--- src/rtl/branch_predictor.sv ---
`timescale 1ns/1ps
// gshare conditional-branch direction predictor for the IF stage.
// Trains on resolved EX outcomes, flags mispredicts, and counts branch/mispredict events.
module branch_predictor #(
    parameter int IDX_BITS = 6,
    parameter int GHR_BITS = 6
) (
    input  logic                clk,
    input  logic                rst,
    input  logic                pred_valid,
    input  logic [31:0]         pred_pc,
    output logic                pred_taken,
    output logic [IDX_BITS-1:0] pred_idx,
    input  logic                upd_valid,
    input  logic [IDX_BITS-1:0] upd_idx,
    input  logic                upd_br_en,
    input  logic                upd_pred_taken,
    output logic                mispredict,
    output logic [31:0]         br_count,
    output logic [31:0]         mispred_count
);

    localparam int ENTRIES = 1 << IDX_BITS;

    logic [1:0]          pht [ENTRIES];
    logic [GHR_BITS-1:0] ghr;
    logic [IDX_BITS-1:0] ghr_ext;
    logic [GHR_BITS:0]   ghr_shift;
    logic [1:0]          upd_cur;
    logic [1:0]          upd_nxt;
    logic [31:0]         br_cnt_q;
    logic [31:0]         mis_cnt_q;
    logic                unused_bits;

    // History is narrower than or equal to the index; zero-extend before hashing.
    assign ghr_ext    = IDX_BITS'(ghr);
    assign pred_idx   = pred_pc[IDX_BITS+1:2] ^ ghr_ext;
    assign pred_taken = pht[pred_idx][1];

    assign mispredict = upd_valid & (upd_br_en ^ upd_pred_taken);

    assign upd_cur   = pht[upd_idx];
    assign ghr_shift = {ghr, upd_br_en};

    always_comb begin
        upd_nxt = upd_cur;
        if (upd_br_en) begin
            if (upd_cur != 2'b11) begin
                upd_nxt = upd_cur + 2'b01;
            end
        end else begin
            if (upd_cur != 2'b00) begin
                upd_nxt = upd_cur - 2'b01;
            end
        end
    end

    // Pattern table: every entry resets to weakly not-taken.
    always_ff @(posedge clk or negedge rst) begin
        if (!rst) begin
            for (int i = 0; i < ENTRIES; i++) begin
                pht[i] <= 2'b01;
            end
        end else if (upd_valid) begin
            pht[upd_idx] <= upd_nxt;
        end
    end

    // Non-speculative history: only resolved outcomes shift in.
    always_ff @(posedge clk or negedge rst) begin
        if (!rst) begin
            ghr <= '0;
        end else if (upd_valid) begin
            ghr <= ghr_shift[GHR_BITS-1:0];
        end
    end

    always_ff @(posedge clk or negedge rst) begin
        if (!rst) begin
            br_cnt_q  <= '0;
            mis_cnt_q <= '0;
        end else if (upd_valid) begin
            br_cnt_q <= br_cnt_q + 32'd1;
            if (mispredict) begin
                mis_cnt_q <= mis_cnt_q + 32'd1;
            end
        end
    end

    assign br_count      = br_cnt_q;
    assign mispred_count = mis_cnt_q;

    // pred_valid only qualifies the outputs downstream; the PC byte offset and upper bits never index.
    assign unused_bits = ^{pred_valid, pred_pc[31:IDX_BITS+2], pred_pc[1:0], ghr_shift[GHR_BITS]};

endmodule

--- config.mk ---
export PLATFORM = sky130hd
export DESIGN_NAME = branch_predictor
export DESIGN_NICKNAME = d
export VERILOG_FILES = /design/src/rtl/branch_predictor.sv
export SDC_FILE = /design/constraint.sdc
export NUM_CORES = 1
export LEC_CHECK = 0
export ABC_AREA = 1
export CAP_MARGIN = 20
export CORE_MARGIN = 1
export CORE_UTILIZATION = 32
export CTS_CLUSTER_SIZE = 28
export DETAILED_ROUTE_END_ITERATION = 8
export PLACE_DENSITY = 0.57
export SLEW_MARGIN = 40
export SYNTH_ARGS = -nofsm -noshare
export SYNTH_HDL_FRONTEND = slang
export SYNTH_SLANG_ARGS = --single-unit
--- constraint.sdc ---
create_clock -name clk -period 2.4 [get_ports clk]
set_input_delay 0.6 -clock clk [delete_from_list [all_inputs] [get_ports clk]]
set_output_delay 0.6 -clock clk [all_outputs]
set_load 0.05 [all_outputs]
After elaboration in Yosys (flattened, before gate mapping)

Cells that the tools add are included.

Flip-flop bits (word level): 198
Bits of input ports: 44
Output and inout bits: 72

Add/sub/neg operators: 4
Magnitude comparators: 3
Eq/ne operators: 1
Mux-type cells: 12
Bitwise operators: 5
Reduce and logical (&&, ||, !) cells: 3

Operators by type and width:

| cell                    | number |
|---|---|
| $bwmux W128             | 1 |
| $add A32 B1 Y32 const B | 2 |
| $bmux W2 S6             | 2 |
| $mux W2                 | 8 |
| $ge A7 B7 Y1 const B    | 2 |
| $not A6 Y7              | 2 |
| $demux W2 S6            | 1 |
| $lt A7 B1 Y1 const B    | 1 |
| $xor A6 B6 Y6           | 1 |
| $add A2 B1 Y2 const B   | 1 |
| $ne A2 B2 Y1 const B    | 1 |
| $reduce_and A2 Y1       | 1 |
| $reduce_bool A2 Y1      | 1 |
| $sub A2 B1 Y2 const B   | 1 |
| $and A1 B1 Y1           | 1 |
| $logic_and A1 B1 Y1     | 1 |
| $xor A1 B1 Y1           | 1 |

Logic depth before layout (Yosys ltp)

Depth in word-level cells: 8
Gate-level depth with buffers: 19

Least setup slack after synthesis

No wires, ideal clock.

Path type: input-to-output
Start: input pred_pc[4]
End: output pred_taken
Data arrival time: 2.493 ns
Required time: 1.800 ns
Setup slack: -0.693 ns
Stages on the path: 7
Cell sequence: xnor2_1 clkinv_1 o211ai_1 nand3_1 nand3_1 nand3_1 nand2_1

Longest elaborated chain between the ends: 5

Ends and longest elaborated chain:

| element                                    | line | RTL |
|---|---|---|
| from (decl)                                | 11   | `input logic [31:0] pred_pc,` |
| $xor A6 B6 Y6                              | 37   | `assign pred_idx = pred_pc[IDX_BITS+1:2] ^ ghr_ext;` |
| via pred_idx[2]                            | 13   | `output logic [IDX_BITS-1:0] pred_idx,` |
| $not A6 Y7 (not written as such)           | 38   | `assign pred_taken = pht[pred_idx][1];` |
| $bmux W2 S6                                | 38   |  |
| $mux W2 (not written as such) (2 in a row) | 38   |  |
| to (decl)                                  | 12   | `output logic pred_taken,` |

The timed path passes the listed nets, and every way through them passes these cells. The select of a mux whose other input is x is not followed.

Worst setup path after layout

Start: register ghr[0]
End: output pred_taken

Longest elaborated chain between the ends: 5

Ends and longest elaborated chain:

| element                                    | line | RTL |
|---|---|---|
| from (decl)                                | 26   | `logic [GHR_BITS-1:0] ghr;` |
| from (signal assigned)                     | 74   | `ghr <= ghr_shift[GHR_BITS-1:0];` |
| $xor A6 B6 Y6                              | 37   |  |
| $not A6 Y7 (not written as such)           | 38   |  |
| $bmux W2 S6                                | 38   |  |
| $mux W2 (not written as such) (2 in a row) | 38   |  |

Every way passes these cells. The select of a mux whose other input is x is not followed.

==> results by group <==
Status
  – Outcome: complete, but fails checks
  – Failing checks: negative setup slack

Setup path
  – FF-to-FF setup slack: -0.02 ns
  – Worst setup EP type: primary output
  – CP max stage cell: dfrtp_1
  – Worst EP required: 1.80 ns
  – Startpoint types: flip-flop
  – WP buf/inv: 4
  – Crit path cell chain: inv_2, nand2_2, nand2_4, buf_6, buf_2, nand2_1, o211ai_1, o211ai_1, nand3_1, nand3_1, nand3_2, nand2_4, buf_12
  – Crit path max fanout: 8
  – Critical Path Max Stage Delay: 0.42 ns
  – WS Path Type: flip-flop to primary output
  – Critical path's top delay family: simple AND/OR/NAND/NOR gates
  – CP Data Arrival Time: 2.16 ns

CTS
  – Worst skew pair latency: 0.45 ns
  – CTS tree: yes
  – Clock transition at the registers of the reported paths: 0.08 ns
  – Clock sinks: 198
  – TritonCTS buffer count: 17
  – H-Tree Depth: 4
  – CTS max path bufs: 2
  – Root Driver: clkbuf_16

STA
  – Endpoints failing setup: 2
  – RSZ-0062 raised after global routing: true
  – Tmin final: 2.76 ns
  – Final Skew: 0.0177 ns
  – Final Cycle Share: 115%
  – Hold WS: 0.135 ns
  – Top achievable clock speed: 363 MHz
  – Final hold viol count: 0
  – Final WS setup: -0.356 ns
  – Worst-margin pin slew: 0.562 ns
  – Max_slew headroom: 62.4%
  – Final Max Tran Viols: 0

Placement
  – Post-DP HPWL: 24.9 mm
  – Cells after DPL: 2,213
  – IO buf count: 88
  – Routability cong.: 0.885

Floorplan
  – IO Pins: 116
  – Rows: 68
  – Vert. Die Dim: 190 um
  – Core area: 34,600 sq um
  – Die Wd: 190 um
  – Die footprint: 36,100 sq um
  – Initial Util: 32.7%

Finish
  – Area grow syn2layout: 30.1%
  – Antenna Cells: 0
  – Fin nets: 1,853
  – Layout cells sized above 1: 17.1%
  – # fillers: 3,510
  – Commonest non-fill, non-tap cells in the layout: nand2_1 (716), inv_1 (173), dfrtp_1 (132)
  – Most common cell after layout, fill and taps aside: nand2_1
  – Non-filler cells, final: 2,275

Routing
  – Number of nets still failing antenna checks after routing: 0
  – Vias: 10,992
  – First drt pass iteration count: 7
  – Vias per cell: 4.83
  – DRC viols: 0
  – Final wirelength: 36.2 mm
  – Drt wl/cell: 15.9 um
  – Initial DRC count: 729

Power and ir drop
  – Leak Pwr: 7.52 nW
  – Worst ir drop on vdd: 0.535 mV
  – Power Density: 667 nW/um^2

Yosys
  – Synth cell types: 34
  – Synth warnings: 0
  – Synth Cell Area: 11,300 sq um
  – Post-Synthesis Cells: 1,603
  – Syn Nets: 1,649
  – Yosys reg bits: 198
  – Post-synthesis sequential area ratio: 44.5%
  – Mean post-synth cell area: 7.06 sq um

Worst hold path
  – Worst hold path class: primary input to asynchronous set/reset pin

Global routing
  – Largest net degree at the start of global routing: 57
  – Global-route wire length before repair: 58.0 mm
  – Tot GR Track Use: 20.5%
  – Initial antenna violation count: 0
  – Global route overflow: 0
  – Vias in the first global route: 10,918

Job
  – MaxCap Viol Count: 0
## routing by layer
| layer | share of wire [%] | GRT usage, % |
|---|---|---|
| met1 | 46 | 27.5 |
| met2 | 46 | 33.5 |
| met3 | 6.6 | 4.19 |
| met4 | 1.7 | 5.33 |
| met5 | 0 | 0 |
## Yosys cell counts, drive strengths merged
cell / instances / share of area [%]
nand3b: 1 / 0.066
xor2: 46 / 3.6
xnor2: 21 / 1.6
ha: 2 / 0.22
nor3: 31 / 1.4
nor2: 121 / 4.1
dfrtp: 134 / 30
dfstp: 64 / 15
nor3b: 1 / 0.066
or2: 7 / 0.39
buf: 43 / 2.9
nand4: 10 / 0.55
clkbuf: 12 / 0.41
clkinv: 1 / 0.033
nor4: 8 / 0.44
o21ai: 26 / 1.2
o211ai: 40 / 2.7
nand3: 123 / 5.5
nand2: 728 / 24
and3: 1 / 0.055
or3: 1 / 0.055
inv: 182 / 6.0
## path summary, 6_finish.rpt
path                            depth (start not counted)          to    from
worst max register to register                         17      ghr[0]  ghr[0]
worst min-delay path                                    1     pht[17]     rst
worst min register to register                          2      pht[0]  pht[0]
min in group clk                                        2      pht[0]  pht[0]
worst max-delay path                                   13  pred_taken  ghr[0]
max in group asynchronous                               2     pht[62]     rst
## timing repair
item	in CTS	in global routing
gates cloned	1	4
pin swaps	13	24
hold buffers	0	0
buffers inserted	24	6
setup endpoints to repair	135	149
hold endpoints to repair	0	0
resized for setup	36	54
## registers in the layout, summed over array words and instances, names as in the netlist
signal,cells
pht,128
mispred_count,32
br_count,32
ghr,6
## report_power, final
part	switching, W	internal (W)
Sequential	0.000332	0.00381
Combinational	0.00176	0.00107
Clock	0.00144	0.00140
Total	0.00353	0.00628
## area by class of cell
type	instances	area, sq um	share of cell area [%]
Sequential cell	198	5040	34.2
Timing Repair Buffer	240	2440	16.6
Clock inverter	12	114	0.774
Tap cell	455	569	3.87
Inverter	183	692	4.70
Multi-Input combinational cell	1167	5420	36.8
Clock buffer	20	447	3.03
## logic make-up (layout without fill, tap and decap cells)
family / count (synthesis) / after routing / share of synthesized area (%)
buffers and inverters: 238 / 455 / 9.37
DFF: 198 / 198 / 44.5
AOI/OAI and AO/OA: 66 / 66 / 3.81
xor gates and xnor gates: 67 / 67 / 5.19
adders and majority gates: 2 / 2 / 0.221
and+or+nand+nor: 1032 / 1032 / 36.9
## worst register-to-register path: cells and delay by family (launching register included)
family | cells | cell delay [ns]
AO/OA/AOI/OAI | 1 | 0.11
buffers and inverters | 16 | 1.86
flip-flops | 1 | 0.40
## metrics by stage
step	worst slack, ns	util, %	setup TNS [ns]	instance area, sq um	power [W]
after floorplan	0.0157	-	0	11400	0.00573
after global placement	-0.688	39.2	-75.65	13600	0.00671
after detailed placement	-0.695	39.2	-77.96	13600	0.00675
after CTS	-0.381	41.6	-0.633	14400	0.00972
after global routing	-0.449	42.5	-0.559	14700	0.0103
final	-0.356	42.5	-0.374	14700	0.00981
Power figures use the tool's default switching activity.
